[src/rtl/seq_multiplier.sv]
// Iterative shift-add multiplier with start/done handshake and per-operation signed mode.
// Optional macro SEQ_MULT_EARLY_TERM_EN leaves RUN as soon as the remaining multiplier bits are zero.
module seq_multiplier #(
   parameter int WIDTH = 32,
   parameter int CNT_W = $clog2(WIDTH + 1)
) (
   input  logic                 clk,
   input  logic                 reset,
   input  logic                 start,
   input  logic                 signed_mode,
   input  logic [WIDTH-1:0]     multiplicand,
   input  logic [WIDTH-1:0]     multiplier,
   output logic                 busy,
   output logic                 done,
   output logic [2*WIDTH-1:0]   result,
   output logic                 overflow
);

   localparam logic [1:0] StIdle = 2'd0;
   localparam logic [1:0] StRun  = 2'd1;
   localparam logic [1:0] StSign = 2'd2;
   localparam logic [1:0] StDone = 2'd3;

   logic [1:0]           state_q, state_d;
   logic [2*WIDTH-1:0]   mcand_q, mcand_d;
   logic [WIDTH-1:0]     mplier_q, mplier_d;
   logic [2*WIDTH-1:0]   prod_q, prod_d;
   logic [CNT_W-1:0]     cnt_q, cnt_d;
   logic                 neg_q, neg_d;
   logic                 signed_q, signed_d;
   logic [2*WIDTH-1:0]   result_q, result_d;
   logic                 overflow_q, overflow_d;

   logic [WIDTH-1:0]     a_mag, b_mag;
   logic [2*WIDTH-1:0]   signed_prod;
   logic [WIDTH:0]       sign_bits;
   logic                 early_exit;

   // Magnitudes are held unsigned, so the most-negative operand still multiplies correctly.
   assign a_mag = (signed_mode && multiplicand[WIDTH-1]) ? -multiplicand : multiplicand;
   assign b_mag = (signed_mode && multiplier[WIDTH-1])   ? -multiplier   : multiplier;

   assign signed_prod = neg_q ? -prod_q : prod_q;
   assign sign_bits   = signed_prod[2*WIDTH-1:WIDTH-1];

`ifdef SEQ_MULT_EARLY_TERM_EN
   assign early_exit = (mplier_q == '0);
`else
   assign early_exit = 1'b0;
`endif

   always_comb begin
      state_d    = state_q;
      mcand_d    = mcand_q;
      mplier_d   = mplier_q;
      prod_d     = prod_q;
      cnt_d      = cnt_q;
      neg_d      = neg_q;
      signed_d   = signed_q;
      result_d   = result_q;
      overflow_d = overflow_q;

      unique case (state_q)
         StIdle: begin
            if (start) begin
               mcand_d  = {{WIDTH{1'b0}}, a_mag};
               mplier_d = b_mag;
               neg_d    = signed_mode & (multiplicand[WIDTH-1] ^ multiplier[WIDTH-1]);
               signed_d = signed_mode;
               prod_d   = '0;
               cnt_d    = '0;
               state_d  = StRun;
            end
         end
         StRun: begin
            if (early_exit || (cnt_q == CNT_W'(WIDTH))) begin
               state_d = StSign;
            end else begin
               if (mplier_q[0]) begin
                  prod_d = prod_q + mcand_q;
               end
               mcand_d  = mcand_q << 1;
               mplier_d = mplier_q >> 1;
               cnt_d    = cnt_q + 1'b1;
            end
         end
         StSign: begin
            result_d = signed_prod;
            if (signed_q) begin
               overflow_d = !((&sign_bits) || !(|sign_bits));
            end else begin
               overflow_d = |signed_prod[2*WIDTH-1:WIDTH];
            end
            state_d = StDone;
         end
         StDone: begin
            state_d = StIdle;
         end
         default: begin
            state_d = StIdle;
         end
      endcase
   end

   always_ff @(posedge clk) begin
      if (reset) begin
         state_q    <= StIdle;
         mcand_q    <= '0;
         mplier_q   <= '0;
         prod_q     <= '0;
         cnt_q      <= '0;
         neg_q      <= 1'b0;
         signed_q   <= 1'b0;
         result_q   <= '0;
         overflow_q <= 1'b0;
      end else begin
         state_q    <= state_d;
         mcand_q    <= mcand_d;
         mplier_q   <= mplier_d;
         prod_q     <= prod_d;
         cnt_q      <= cnt_d;
         neg_q      <= neg_d;
         signed_q   <= signed_d;
         result_q   <= result_d;
         overflow_q <= overflow_d;
      end
   end

   assign busy     = (state_q == StRun) || (state_q == StSign);
   assign done     = (state_q == StDone);
   assign result   = result_q;
   assign overflow = overflow_q;

endmodule

[config.mk]
export PLATFORM = sky130hd
export DESIGN_NAME = seq_multiplier
export DESIGN_NICKNAME = d
export VERILOG_FILES = /design/src/rtl/seq_multiplier.sv
export SDC_FILE = /design/constraint.sdc
export NUM_CORES = 1
export LEC_CHECK = 0
export BUFFER_PORTS_ARGS = -buffer_cell sky130_fd_sc_hd__buf_2
export CORE_UTILIZATION = 40
export DETAILED_ROUTE_END_ITERATION = 12
export PLACE_DENSITY = 0.58
export SYNTH_ARGS = -nofsm -noshare
export SYNTH_HDL_FRONTEND = slang
export SYNTH_SLANG_ARGS = --single-unit
[constraint.sdc]
create_clock -name clk -period 5.1 [get_ports clk]
set_input_delay 1.53 -clock clk [delete_from_list [all_inputs] [get_ports clk]]
set_output_delay 1.53 -clock clk [all_outputs]
set_load 0.005 [all_outputs]
==> impl_metrics.ini, run 1 <==
[final_layout]
final_common_cell = nand2_1
n_fill_cell = 3786
area_growth_pct = 12.73
finish.instance_area_um2 = 16790
antenna_cells = 0
fin_util = 0.4586
layout_common_cells = nand2_1, dfxtp_1, nor2_1
final_nets = 2192
drive_gt1_frac = 0.1009
fin_cells = 2540

[clock_tree]
cts-root-buf = clkbuf_16
cts_buffers = 28
postCtsSetupBuffers = 0
cts_tree = yes
clock_latency_ps = 550
cts_max_level = 1
cts_hold_buf = 0
clock-sinks = 235
cts.clk_slew.worst_paths_ps = 60
cts.path.max_buffers = 3
cts_resized = 0

[synth]
syn_area_um2 = 14900
syn_nets = 2139
synthArstFlopShare = 0
seq_area_frac_synth = 0.3158
synth_edf_count = 0
synthFlopType = dfxtp_1
avgSynthCellArea_um2 = 7.459
synth_area_leader_cell = dfxtp_1
yosys.area.top_type_share = 0.3158
ys.warnings.count = 0
ys_top_cells_by_area = dfxtp_1, nand2_1, a21oi_1, ha_1, xor2_1
ys_seq_elements = 235
synth_cell_types = 71
syn_inst = 1997

[placed_design]
gp_congestion = 0.9022
placed_cell_area_um2 = 15840
io_buffer_count = 134
dp.final_hpwl_mm = 30.77
dpl.cell_count = 2488
pre_cts_ws_ps = 688.7

[detailed_routing]
vias = 13880
drt_iter0_drc = 750
wl_per_cell_um = 16.46
drc_errors = 0
drtPass1Iterations = 7
postRouteAntennaNets = 0
wl_mm = 41.80
viasPerCell = 5.464

[sta]
setup_violations = 0
skew_ps = 13.59
period_share = 0.8883
slew_viol_final = 0
hold_violations = 0
setup_slack_ps = 569.5
relSlewSlack = 0.3024
tightestPinTransition_ps = 1046
fmax_mhz = 220.7
rsz0062_at_grt = no
whs_ps = 452.8
fin_tns_setup_ps = 0
min_period_ps = 4531

[floorplanning]
die_width_um = 195.0
dieArea_um2 = 38020
die_h_um = 195.0
num_io_pins = 135
initial_core_util = 0.4069
core.rowCount = 70
core_um2 = 36610

[critical_path]
crit_chain = or4_1 -> or4_1 -> or3_1 -> or3_1 -> o41ai_1 -> xor2_1 -> nor4_1 -> nand3_1 -> nor4_1 -> o22ai_1
worstPathArrival_ps = 4950
cp.required_ps = 5520
crit_path_end_kind = flip-flop
cp_slowest_stage_delay_ps = 730
slowest_stage = or4_1
startpoint_type = flip-flop
path_class = reg2reg
reg2regPathDepth = 10
critPathMaxFanout = 7

[power]
p_per_area_nw_per_um2 = 437.7
ir_worst_vdd_uv = 426.4
p_leak_nw = 6.715
power_mw = 7.350

[run_status]
status = finished clean

[grt]
gr-total-overflow = 0
antenna_found_initial = 1
grt_max_degree = 103
grt_pass1_wl_mm = 68.60
track_usage = 0.2181
grt_pass1_vias = 13080

[flow_run]
maxCapViolCount = 0

[worst_hold_path]
whs_path_depth = 2
min_path_type = reg2reg
==> report_power, final <==
group	leakage (nW)	switching (mW)	total [mW]	internal [mW]
logic	4.34	1.86	2.77	0.913
clock network	0.469	0.799	2.06	1.26
registers	1.91	0.296	2.52	2.22
total	6.72	2.95	7.35	4.40
==> registers in the layout, indices dropped and copies added, names as in the netlist <==
| register | flops |
|---|---|
| result | 64 |
| state_q | 2 |
| mcand_q | 64 |
| neg_q | 1 |
| signed_q | 1 |
| cnt_q | 6 |
| overflow | 1 |
| mplier_q | 32 |
| prod_q | 64 |
==> worst paths after layout <==
kind	slack, ps	endpoint	from
worst min register to register	450	mplier_q[23]	mplier_q[23]
worst max-delay path	570	overflow	prod_q[6]
worst max register to register	570	overflow	prod_q[6]
worst min-delay path	450	mplier_q[23]	mplier_q[23]
==> final cells by class <==
type	instances	area, µm²	share of cell area
multi-input cells	1597	9607	0.5721
flip-flops and latches	235	4706	0.2803
repair buffers	147	787.0	0.04687
well taps	468	585.6	0.03487
clock buffers	42	824.5	0.04911
clock inverters	10	127.6	0.007601
inverters	41	153.9	0.009165
==> routing by layer <==
layer	global-route usage	routed length, µm
met1	0.3280	21650
met4	0.04987	691
met3	0.03437	2386
met2	0.3226	17060
met5	0	12
==> critical path, delay by kind of cell (launching register included) <==
family	cells	cell delay, ps
AND/OR/NAND/NOR	7	3310
XOR/XNOR	1	230
flip-flops	1	380
AO/OA/AOI/OAI	2	490
==> cell usage after synthesis (21+ instances only) <==
cell type	count
nand2_1	320
dfxtp_1	235
nor2_1	197
a21oi_1	191
o21ai_0	157
clkbuf_1	111
xor2_1	101
xnor2_1	81
ha_1	73
a211oi_1	69
nand3_1	56
inv_1	41
o31ai_1	31
a21o_1	30
a22oi_1	29
nor3_1	27
nand4_1	21
or3_1	21
==> cell families (layout without fill, tap and decap cells) <==
logic type,Yosys count,after routing,share of synthesized area
and+or+nand+nor,727,727,0.2151
AOI/OAI and AO/OA,606,606,0.2514
DFF,235,235,0.3158
xor gates and xnor gates,183,183,0.1081
buffers and inverters,165,240,0.04217
adders and majority gates,74,74,0.06266
muxes,7,7,0.004704
Note: power is estimated with default switching activity, not from simulation.
==> inputs of run 2 (changes only) <==
- ABC_AREA: default -> 1
==> run 2 against run 1 <==
Global-route usage rose by 6.1 points. Die area rose by 17%. Maximum frequency rose by 35%. Clock power rose by 2%. Sequential share of layout area fell by 3.9 points. Critical path depth rose by 1. Via count rose by 36%. Critical endpoint is now prod_q[59].
==> impl_metrics.ini, run 2 <==
[detailed_routing]
wl_per_cell_um = 17.81
postRouteAntennaNets = 0
wl_mm = 62.45
drt_iter0_drc = 1629
vias = 18900
drtPass1Iterations = 6
drc_errors = 0
viasPerCell = 5.390

[final_layout]
antenna_cells = 0
final_nets = 3041
layout_common_cells = nand2_1, nor2_1, a21oi_1
n_fill_cell = 4687
regArea_um2 = 4706
multi_input_area_um2 = 11140
area_growth_pct = 11.56
final_common_cell = nand2_1
drive_gt1_frac = 0.1017

[clock_tree]
cts_max_level = 1
cts_tree = yes
cts-root-buf = clkbuf_16
cts_buffers = 29
cts_hold_buf = 0
clock-sinks = 235
cts.clk_slew.worst_paths_ps = 60
clock_latency_ps = 580
cts.path.max_buffers = 3
postCtsSetupBuffers = 0
cts_resized = 0

[synth]
ys_seq_elements = 235
synthFlopType = dfxtp_1
syn_area_um2 = 17450
yosys.cell_count.top_type = nand2_1
syn_nets = 2966
synth_area_leader_cell = dfxtp_1
seq_area_frac_synth = 0.2696
synth_edf_count = 0
syn_inst = 2824
avgSynthCellArea_um2 = 6.179
synthArstFlopShare = 0
ys_top_cells_by_area = dfxtp_1, nand2_1, a21oi_1, nor2_1, inv_1
ys_top_cells_by_count = nand2_1, nor2_1, a21oi_1
yosys.area.top_type_share = 0.2696
synth_cell_types = 58
ys.warnings.count = 0

[grt]
grt.busiest_layer = met2
grtUsageMet2 = 0.4460
track_usage = 0.2791
grt_pass1_vias = 17590
gr-total-overflow = 0
met1_usage = 0.3933
globalRouteMet3Util = 0.03182
grt_max_degree = 112
antenna_found_initial = 1
grt_pass1_wl_mm = 98.04

[floorplanning]
die_width_um = 210.9
num_io_pins = 135
core_um2 = 43080
die_h_um = 210.9
initial_core_util = 0.4051
core.rowCount = 76
dieArea_um2 = 44460

[worst_hold_path]
whs_path_depth = 2
min_path_type = reg2reg

[sta]
fmax_mhz = 297.9
whs_ps = 460.8
relSlewSlack = 0.3044
rsz0062_at_grt = no
period_share = 0.6583
min_period_ps = 3357
tightestPinTransition_ps = 1043
setup_violations = 0
fin_tns_setup_ps = 0
slew_viol_final = 0
skew_ps = 19.53
setup_slack_ps = 1743
hold_violations = 0

[critical_path]
path_class = in2reg
crit_path_end_kind = flip-flop
cp.required_ps = 5590
startpoint_type = input port
cp-endpoint = prod_q[59]
r2r_end = prod_q[7]
timing.rr.start = state_q[1]
reg2regPathDepth = 10
critPathMaxFanout = 39
worstPathArrival_ps = 3850
startpoint = start
reg2reg_slack_ps = 1910

[power]
p_per_area_nw_per_um2 = 436.6
p_leak_nw = 8.941
power_mw = 8.499
ir_worst_vdd_uv = 344.6

[placed_design]
io_buffer_count = 134
pre_cts_ws_ps = 1186
dp.final_hpwl_mm = 48.60
gp_congestion = 0.9691

[flow_run]
maxCapViolCount = 0

[run_status]
status = finished clean
-- run 2: how the worst min path moves through the flow --
stage	endpoint	slack, ps	startpoint
detailed placement	mplier_q[2]	450	mplier_q[2]
finish	mplier_q[9]	460	mplier_q[9]
CTS	mplier_q[2]	460	mplier_q[2]
floorplan	mplier_q[11]	440	mplier_q[11]
global route	mplier_q[17]	490	mplier_q[17]
global placement	mplier_q[2]	450	mplier_q[2]
-- run 2: critical path, cell delays in order --
cell and delay (ps):
buf_2 90, inv_1 50, nand2_1 110, nand3_4 380, inv_2 230, nand3_1 80, buf_4 240, inv_2 410
buf_4 410, nand3_1 130, a21oi_1 140
-- run 2: final cells by class --
| type | count | area share |
|---|---|---|
| flip-flops and latches | 235 | 0.2417 |
| clock buffers | 43 | 0.04255 |
| clock inverters | 10 | 0.006749 |
| inverters | 306 | 0.05913 |
| multi-input cells | 2180 | 0.5724 |
| repair buffers | 147 | 0.03979 |
| well taps | 585 | 0.03760 |
-- run 2: metal layers --
| metal | vias up | wire length [µm] |
|---|---|---|
| li1 | 9511 | - |
| met1 | 8730 | 29300 |
| met2 | 559 | 27230 |
| met3 | 96 | 4042 |
| met4 | 2 | 1862 |
| met5 | - | 13 |
-- run 2: cell families (layout without fill, tap and decap cells) --
kind of cell / after synthesis / in the layout / synth area share
AO/OA/AOI/OAI: 670 / 670 / 0.2166
XOR/XNOR: 54 / 54 / 0.02710
adder cells (fa/ha/maj): 74 / 74 / 0.05349
buffers and inverters: 409 / 506 / 0.09379
flip-flops: 235 / 235 / 0.2696
AND/OR/NAND/NOR: 1382 / 1382 / 0.3394
-- run 2: stage by stage --
step	cells	area, µm²	utilization
after floorplan	2824	17450	-
after global placement	3453	18510	0.4296
after detailed placement	3453	18510	0.4296
after CTS	3506	19470	0.4519
after global routing	3506	19470	0.4519
final	3506	19470	0.4519
-- run 2: power by group --
| group | total, mW | internal (mW) | switching, mW |
|---|---|---|---|
| Clock | 2.11 | 1.27 | 0.840 |
| Sequential | 2.68 | 2.28 | 0.399 |
| Combinational | 3.71 | 1.20 | 2.51 |
==> inputs of run 3 (changes only) <==
- ABC_AREA: 1 -> 0
- clock period: 5.1 -> 3.4 ns (I/O delays scaled with it)
==> run 3 against run 2 <==
The flow now finishes with violations (setup timing). Global-route usage decreased by 4.7 points. Clock power is 55% higher. Non-clock buffer count increased by 261. Worst hold slack lost 7.9 ps. Count of clock-buffer cells in the layout is 8 lower. Wire length fell by 28%. First-iteration DRC count fell by 36%. Cell area shrank 1.7%. Register-to-register slack lost 2000 ps. Clock skew is 7.6 ps lower. Flip-flop and latch count stayed put. Critical endpoint is now overflow. Highest routed layer is now met4.
==> impl_metrics.ini, run 3 (synthesized netlist as in run 1, its figures left out) <==
[run_status]
failed_checks = setup timing
status = finished with violations

[critical_path]
crit_path_end_kind = flip-flop
crit_chain = or4_1 -> or4_4 -> buf_4 -> nor2_1 -> buf_4 -> nand3_2 -> buf_4 -> o31ai_1 -> xor2_1 -> nand2_1 -> or3_1 -> a211oi_2 -> o22ai_1
startpoint_type = flip-flop
critPathTopFamily = simple AND/OR/NAND/NOR gates
worstPathArrival_ps = 3890
critPathMaxFanout = 7
critical_path_buf_inv_count = 3
slowest_stage = or4_1
path_class = reg2reg
cp_slowest_stage_delay_ps = 560
critical_path.most_common_cell = buf_4
cp.required_ps = 3840

[grt]
grt_max_degree = 109
gr-total-overflow = 0
track_usage = 0.2317
antenna_found_initial = 0
grt_pass1_vias = 14130
grt_pass1_wl_mm = 72.62

[clock_tree]
cts_max_level = 1
clock-sinks = 235
cts.clk_slew.worst_paths_ps = 60
cts.path.max_buffers = 3
cts_tree = yes
cts_buffers = 28
cts-root-buf = clkbuf_16
cts_hold_buf = 0
clock_latency_ps = 560

[floorplanning]
core_um2 = 36610
die_h_um = 195.0
die_width_um = 195.0
initial_core_util = 0.4069
core.rowCount = 70
dieArea_um2 = 38020
num_io_pins = 135

[worst_hold_path]
min_path_type = reg2reg

[final_layout]
finish.instance_area_um2 = 19140
drive_gt1_frac = 0.2259
fin_util = 0.5229
final_nets = 2453
n_fill_cell = 3607
area_growth_pct = 28.52
antenna_cells = 0
regArea_um2 = 4710
final_common_cell = nand2_1
layout_common_cells = nand2_1, buf_4, dfxtp_1
fin_cells = 2801
multi_input_area_um2 = 9910

[sta]
slew_viol_final = 0
fmax_mhz = 289.8
min_period_ps = 3450
rsz0062_at_grt = yes
hold_violations = 0
fin_tns_setup_ps = -94.88
tightestPinTransition_ps = 905.0
setup_slack_ps = -50.16
relSlewSlack = 0.3967
period_share = 1.015
setup_violations = 2
skew_ps = 11.93

[flow_run]
maxCapViolCount = 0

[detailed_routing]
drtPass1Iterations = 5
drt_iter0_drc = 1044
vias = 15100
drc_errors = 0
wl_mm = 44.96
postRouteAntennaNets = 0
viasPerCell = 5.390
wl_per_cell_um = 16.05

[placed_design]
dpl.cell_count = 2742
gp_congestion = 0.9675
io_buffer_count = 134
dp.final_hpwl_mm = 33.87
placed_cell_area_um2 = 17810

[power]
power_mw = 12.00
p_leak_nw = 8.125
p_per_area_nw_per_um2 = 627.1
ir_worst_vdd_uv = 563.7
run 3: cell types whose count changed in the layout (fill, tap and decap cells not counted), sizes merged, moves of 43 or more:
cell,change
o211ai,-43
inv,-266
nand2,-353
a21oi,-142
o21ai,-47
nand3,-121
xor2,+61
nor2,-208
xnor2,+68
a211oi,+64
buf,+261
run 3: stage by stage:
stage / hold WS (ps) / worst slack [ps]
final: 452.9 / -50.16
after global routing: 472.6 / -233.7
after CTS: 454.4 / -30.73
after detailed placement: 445.7 / -193.7
after global placement: 439.2 / -165.3
after floorplan: 431.9 / 10.29
run 3: power breakdown:
| group | internal (mW) | leakage (nW) | switching (mW) | total (mW) |
|---|---|---|---|---|
| Sequential | 3.33 | 1.91 | 0.401 | 3.74 |
| Clock | 2.02 | 0.495 | 1.25 | 3.27 |
| Combinational | 1.95 | 5.72 | 3.05 | 5.00 |
run 3: worst register-to-register path, stage by stage (launching register included):
cell      delay [ps]
dfxtp_1          330
or4_1            560
or4_4            510
buf_4            180
nor2_1            80
buf_4            130
nand3_2          100
buf_4            190
o31ai_1          280
xor2_1           240
nand2_1          140
or3_1            370
a211oi_2         150
o22ai_1           80
run 3: final timing paths:
kind / from / to / slack (ps) / depth (start not counted)
worst min register to register: mplier_q[18] / mplier_q[18] / 450 / 2
worst min-delay path: mplier_q[18] / mplier_q[18] / 450 / 2
worst max register to register: prod_q[6] / overflow / -50 / 13
worst max-delay path: prod_q[6] / overflow / -50 / 13
run 3: layout make-up:
| type | count | area share |
|---|---|---|
| sequential | 235 | 0.2460 |
| clock inverter | 17 | 0.01176 |
| timing repair buffer | 408 | 0.1448 |
| clock buffer | 35 | 0.04118 |
| inverter | 41 | 0.008039 |
| multi-input combinational | 1597 | 0.5176 |
| tap | 468 | 0.03059 |
run 3: what timing repair did:
item | in CTS | in global routing
gates resized for setup | 28 | 26
buffers inserted | 5 | 2
endpoints found under the setup margin | 14 | 19
pin swaps | 10 | 13
run 3: routing by layer:
layer,vias up,routed length [µm],GRT usage
li1,7713,-,-
met1,6919,22910,0.3472
met2,409,18380,0.3476
met3,55,2781,0.03212
met4,0,891,0.05279
met5,-,0,0
